### src/rtl/pusha_popa_sequencer.sv
// Multi-cycle PUSHA/POPA sequencer: walks the eight 16-bit registers through a
// registered-read register file and a handshaked stack memory port, then updates SP.
module pusha_popa_sequencer (
    input  logic        clk,
    input  logic        reset,
    input  logic        start,
    input  logic        is_pop,
    input  logic [15:0] sp_in,
    output logic        busy,
    output logic        done,
    output logic [2:0]  rd_sel,
    input  logic [15:0] rd_val,
    output logic [2:0]  wr_sel,
    output logic [15:0] wr_val,
    output logic        wr_en,
    output logic        is_8_bit,
    output logic        mem_access,
    output logic        mem_wr_en,
    output logic [15:0] mem_addr,
    output logic [15:0] mem_wr_data,
    input  logic [15:0] mem_rd_data,
    input  logic        mem_ack
);

    typedef enum logic [2:0] {
        IDLE, RD_ISSUE, RD_CAPTURE, MEM, REG_WR, SP_WR, DONE
    } state_t;

    state_t      state, state_nxt;
    logic        op_pop;
    logic [2:0]  index;
    logic [15:0] sp_orig;
    logic [15:0] data;

    // Slot k: push writes below SP at sp-2(k+1), pop reads upward from sp+2k (mod 2^16).
    function automatic logic [15:0] slot_addr(input logic pop, input logic [15:0] base,
                                              input logic [2:0] k);
        logic [15:0] off;
        off = {12'd0, k, 1'b0};
        return pop ? base + off : base - off - 16'd2;
    endfunction

    always_ff @(posedge clk or negedge reset) begin
        if (!reset) state <= IDLE;
        else        state <= state_nxt;
    end

    always_comb begin
        state_nxt = state;
        case (state)
            IDLE:       if (start) state_nxt = is_pop ? MEM : RD_ISSUE;
            RD_ISSUE:   state_nxt = RD_CAPTURE;
            RD_CAPTURE: state_nxt = MEM;
            MEM: begin
                if (mem_ack) begin
                    if (!op_pop)          state_nxt = (index == 3'd7) ? SP_WR : RD_ISSUE;
                    else if (index == 3'd4) state_nxt = MEM;
                    else                  state_nxt = REG_WR;
                end
            end
            REG_WR:     state_nxt = (index == 3'd0) ? SP_WR : MEM;
            SP_WR:      state_nxt = DONE;
            DONE:       state_nxt = IDLE;
            default:    state_nxt = IDLE;
        endcase
    end

    always_ff @(posedge clk or negedge reset) begin
        if (!reset) begin
            op_pop  <= 1'b0;
            index   <= 3'd0;
            sp_orig <= 16'd0;
            data    <= 16'd0;
        end else begin
            case (state)
                IDLE: begin
                    if (start) begin
                        op_pop  <= is_pop;
                        sp_orig <= sp_in;
                        index   <= is_pop ? 3'd7 : 3'd0;
                    end
                end
                RD_CAPTURE: data <= (index == 3'd4) ? sp_orig : rd_val;
                MEM: begin
                    if (mem_ack) begin
                        if (op_pop) begin
                            data <= mem_rd_data;
                            // The popped SP slot has no REG_WR, so step past it here.
                            if (index == 3'd4) index <= index - 3'd1;
                        end else if (index != 3'd7) begin
                            index <= index + 3'd1;
                        end
                    end
                end
                REG_WR: if (index != 3'd0) index <= index - 3'd1;
                default: ;
            endcase
        end
    end

    always_comb begin
        busy        = (state != IDLE);
        done        = 1'b0;
        rd_sel      = 3'd0;
        wr_sel      = 3'd0;
        wr_val      = 16'd0;
        wr_en       = 1'b0;
        mem_access  = 1'b0;
        mem_wr_en   = 1'b0;
        mem_addr    = 16'd0;
        mem_wr_data = 16'd0;
        case (state)
            RD_ISSUE: rd_sel = index;
            MEM: begin
                mem_access  = 1'b1;
                mem_wr_en   = !op_pop;
                mem_addr    = slot_addr(op_pop, sp_orig, op_pop ? ~index : index);
                mem_wr_data = op_pop ? 16'd0 : data;
            end
            REG_WR: begin
                wr_en  = 1'b1;
                wr_sel = index;
                wr_val = data;
            end
            SP_WR: begin
                wr_en  = 1'b1;
                wr_sel = 3'd4;
                wr_val = op_pop ? sp_orig + 16'd16 : sp_orig - 16'd16;
            end
            DONE: done = 1'b1;
            default: ;
        endcase
    end

    assign is_8_bit = 1'b0;

endmodule
### config.mk
export PLATFORM = sky130hd
export DESIGN_NAME = pusha_popa_sequencer
export DESIGN_NICKNAME = d
export VERILOG_FILES = /design/src/rtl/pusha_popa_sequencer.sv
export SDC_FILE = /design/constraint.sdc
export NUM_CORES = 1
export LEC_CHECK = 0
export ABC_AREA = 1
export CAP_MARGIN = 30
export CORE_ASPECT_RATIO = 1.25
export CORE_MARGIN = 5
export CORE_UTILIZATION = 35
export CTS_CLUSTER_DIAMETER = 150
export DETAILED_ROUTE_END_ITERATION = 12
export GPL_ROUTABILITY_DRIVEN = 1
export PLACE_DENSITY = 0.65
export SLEW_MARGIN = 20
export SYNTH_ARGS = -nofsm -noshare
export SYNTH_HDL_FRONTEND = slang
export SYNTH_SLANG_ARGS = --single-unit
### constraint.sdc
create_clock -name clk -period 4.4 [get_ports clk]
set_clock_uncertainty 0.05 [all_clocks]
set_input_delay 0.88 -clock clk [delete_from_list [all_inputs] [get_ports clk]]
set_output_delay 0.88 -clock clk [all_outputs]
set_load 0.005 [all_outputs]
==> results.md <==
- Final HPWL DP: 10800 µm
- CP cell instances: inv_1, ha_1, ha_1, inv_1, fa_1, nand4_1, nand2_1, nor2_1, nand3_1, nand3_1, nand2_1, nor2_1, clkdlybuf4s50_1
- Worst Setup End Kind: primary output
- Hold Path Class: primary input to asynchronous set/reset pin
- FF-to-FF setup slack: 2.14 ns
- Crit path launch type: flop
- RSZ-0062 raised after global routing: no
- PD cells: 817 nW/µm²
- Clk sinks: 39
- Mapped Area: 3890 µm²
- Global route overflow: 0
- F_max: 240 MHz
- Initial antenna violation count: 0
- Tot GR Track Use: 0.203
- Skew-Pair Late Insertion Delay: 0.28 ns
- Final Max Slew Viols: 0
- Setup TNS: 0 ns
- Kind of critical path: flop to primary output
- Worst R2R End: index[0]
- Mean area per synthesized cell: 6.40 µm²
- Synth-to-layout area growth: 35.6%
- CTS Buffer Depth: 2
- Num CTS Buffers: 5
- Crit path time final: 4.16 ns
- CP Data Required Time: 3.47 ns
- Crit path DAT: 3.23 ns
- Routability cong.: 0.894
- Final hold violation count: 0
- YS warnings: 0
- Initial Util: 0.355
- Clk slew on worst S/H paths: 0.06 ns
- Final cell count without fillers: 848
- Die Width: 104 µm
- ANT cells: 0
- I/O pin count: 113
- Final #Nets: 792
- Slew headroom: 0.440
- Share of post-route cells with drive strength above 1: 0.0561
- Core Region: 11000 µm²
- Sequential share of the synthesized area: 0.251
- I/O Buffers: 111
- Status: complete, no violations
- Die Area: 13400 µm²
- DRC: 0
- Crit share post-route: 0.946
- Synth cell types: 38
- Via/cell ratio: 5.26
- Chip height: 128 µm
- Iteration-0 DRC Markers: 237
- Number of H-tree levels: 2
- Pre-antenna DRT Iters: 5
- Crit-path max FO: 6
- Critical Path Max Stage Delay: 0.50 ns
- Critical R2R Launch: state[0]
- Routed len/inst: 16.2 µm
- First-pass GRT wire length: 22300 µm
- Final setup viols: 0
- Dpl cells: 835
- Leakage: 2.42 nW
- Cts hold-fix bufs: 0
- Synthesized instance count: 609
- ANT nets after route: 0
- Max_cap viols: 0
- Worst Tran Pin Value: 0.837 ns
- Worst vdd ir: 0.443 mV
- Fillcell total: 1161
- R2R cell count: 8
- CTS tree: done
- Vias in the first global route: 4519
- Synth Register Bits: 39
- DRT Wirelength: 13700 µm
- Clock Tree Root: clkbuf_16
- Vias: 4463
- Row count: 43
- Worst path slowest cell: clkdlybuf4s50_1
- Largest net degree at the start of global routing: 40
- Net count after synthesis: 689
kinds of logic after synthesis:
| family | count (synthesis) | share of synthesized area |
|---|---|---|
| xor+xnor | 8 | 0.0180 |
| simple gates | 307 | 0.334 |
| other cells | 1 | 0.000963 |
| fa+ha+maj | 27 | 0.0925 |
| flops | 39 | 0.251 |
| buf+inv | 101 | 0.114 |
| compound gates | 126 | 0.190 |
where the power goes:
| group | internal, mW | switching [mW] | leakage (nW) |
|---|---|---|---|
| Clock | 0.282 | 0.148 | 0.0868 |
| Combinational | 1.25 | 1.89 | 1.90 |
| Sequential | 0.540 | 0.205 | 0.433 |
| Total | 2.07 | 2.24 | 2.42 |
flip-flops by register name, summed over array words and instances (netlist names):
| name | cells |
|---|---|
| op_pop | 1 |
| state | 3 |
| index | 3 |
| data | 16 |
| sp_orig | 16 |
how the worst max path moves through the flow:
stage,endpoint,from,slack (ns),cells after the start
after global routing,mem_addr[9],op_pop,0.006,13
after floorplan,mem_addr[13],op_pop,0.92,15
after global placement,mem_addr[11],op_pop,0.58,13
after CTS,mem_addr[9],op_pop,0.14,13
final,mem_addr[9],op_pop,0.24,13
after detailed placement,mem_addr[9],op_pop,0.46,13
worst max-delay path, delay by kind of cell, from the launching register on:
family	cells	cell delay, ns
DFF	1	0.44
adders and majority gates	3	1.02
buffers and inverters	3	0.65
and+or+nand+nor	7	0.82
through the flow:
stage                     hold slack (ns)  utilization  worst slack (ns)  total power [mW]  cell area, µm²
final                               0.402        0.481             0.238              4.32            5280
after global routing                0.417        0.481           0.00560              4.77            5280
after CTS                           0.504        0.476             0.140              4.28            5220
after detailed placement            0.497        0.460             0.460              3.84            5050
after global placement              0.487        0.460             0.580              3.77            5050
after floorplan                     0.454            -             0.916              2.81            3890
what timing repair did:
item / 4_1_cts / 5_1_grt
endpoints found under the setup margin: 0 / 5
resized for setup: 0 / 3
setup buffers: 0 / 3
cell usage after synthesis (all sizes together):
master  count  area [µm²]
a21boi      1        18.8
a21oi      42         214
a31oi      17         106
buf        16         121
clkbuf      8        32.5
clkinv      1        3.75
conb        1        3.75
dfrtp      39         976
fa          3        60.1
ha         24         300
inv        76         285
nand2     146         563
nand3      39         200
nand3b      1        20.0
nand4       8        50.1
nor2      106         432
nor3        5        25.0
o211ai     16         120
o21ai      38         201
o21bai      1        7.51
o22ai      10        62.6
o32ai       1        8.76
or2         2        12.5
xnor2       4        35.0
xor2        4        35.0
area by class of cell:
cell class              count  area, µm²  share of cell area
repair buffers            120       1190               0.225
clock inverters             2       35.0             0.00663
clock buffers               6        139              0.0263
well taps                 135        169              0.0320
multi-input cells         469       2480               0.470
inverters                  77        289              0.0547
flip-flops and latches     39        977               0.185
metal layers:
layer | track usage | share of wire | wire length, µm | vias to the layer above
met2 | 0.384 | 0.53 | 7230 | 123
met4 | 0.0709 | 0.029 | 404 | 0
met5 | 0 | 0 | 0 | -
li1 | - | - | - | 2203
met1 | 0.226 | 0.40 | 5530 | 2107
met3 | 0.0343 | 0.039 | 538 | 30
cell usage in the layout, fill, tap and decap left out, types with 2 or more instances in the layout:
cell	instances
o211ai_1	16
nand2_2	3
buf_4	7
fa_1	3
dfrtp_1	38
nand4_1	8
o21ai_2	3
clkbuf_16	5
xnor2_1	3
xor2_1	4
ha_1	24
nor2_4	2
or2_2	2
inv_1	73
o21ai_0	31
nand2_1	142
a31oi_1	17
a21oi_1	41
o22ai_1	10
o21ai_1	4
clkdlybuf4s50_1	110
nor2_1	102
nor3_1	5
inv_2	3
nand3_1	38
No activity file was read; power rests on OpenSTA's default activity.
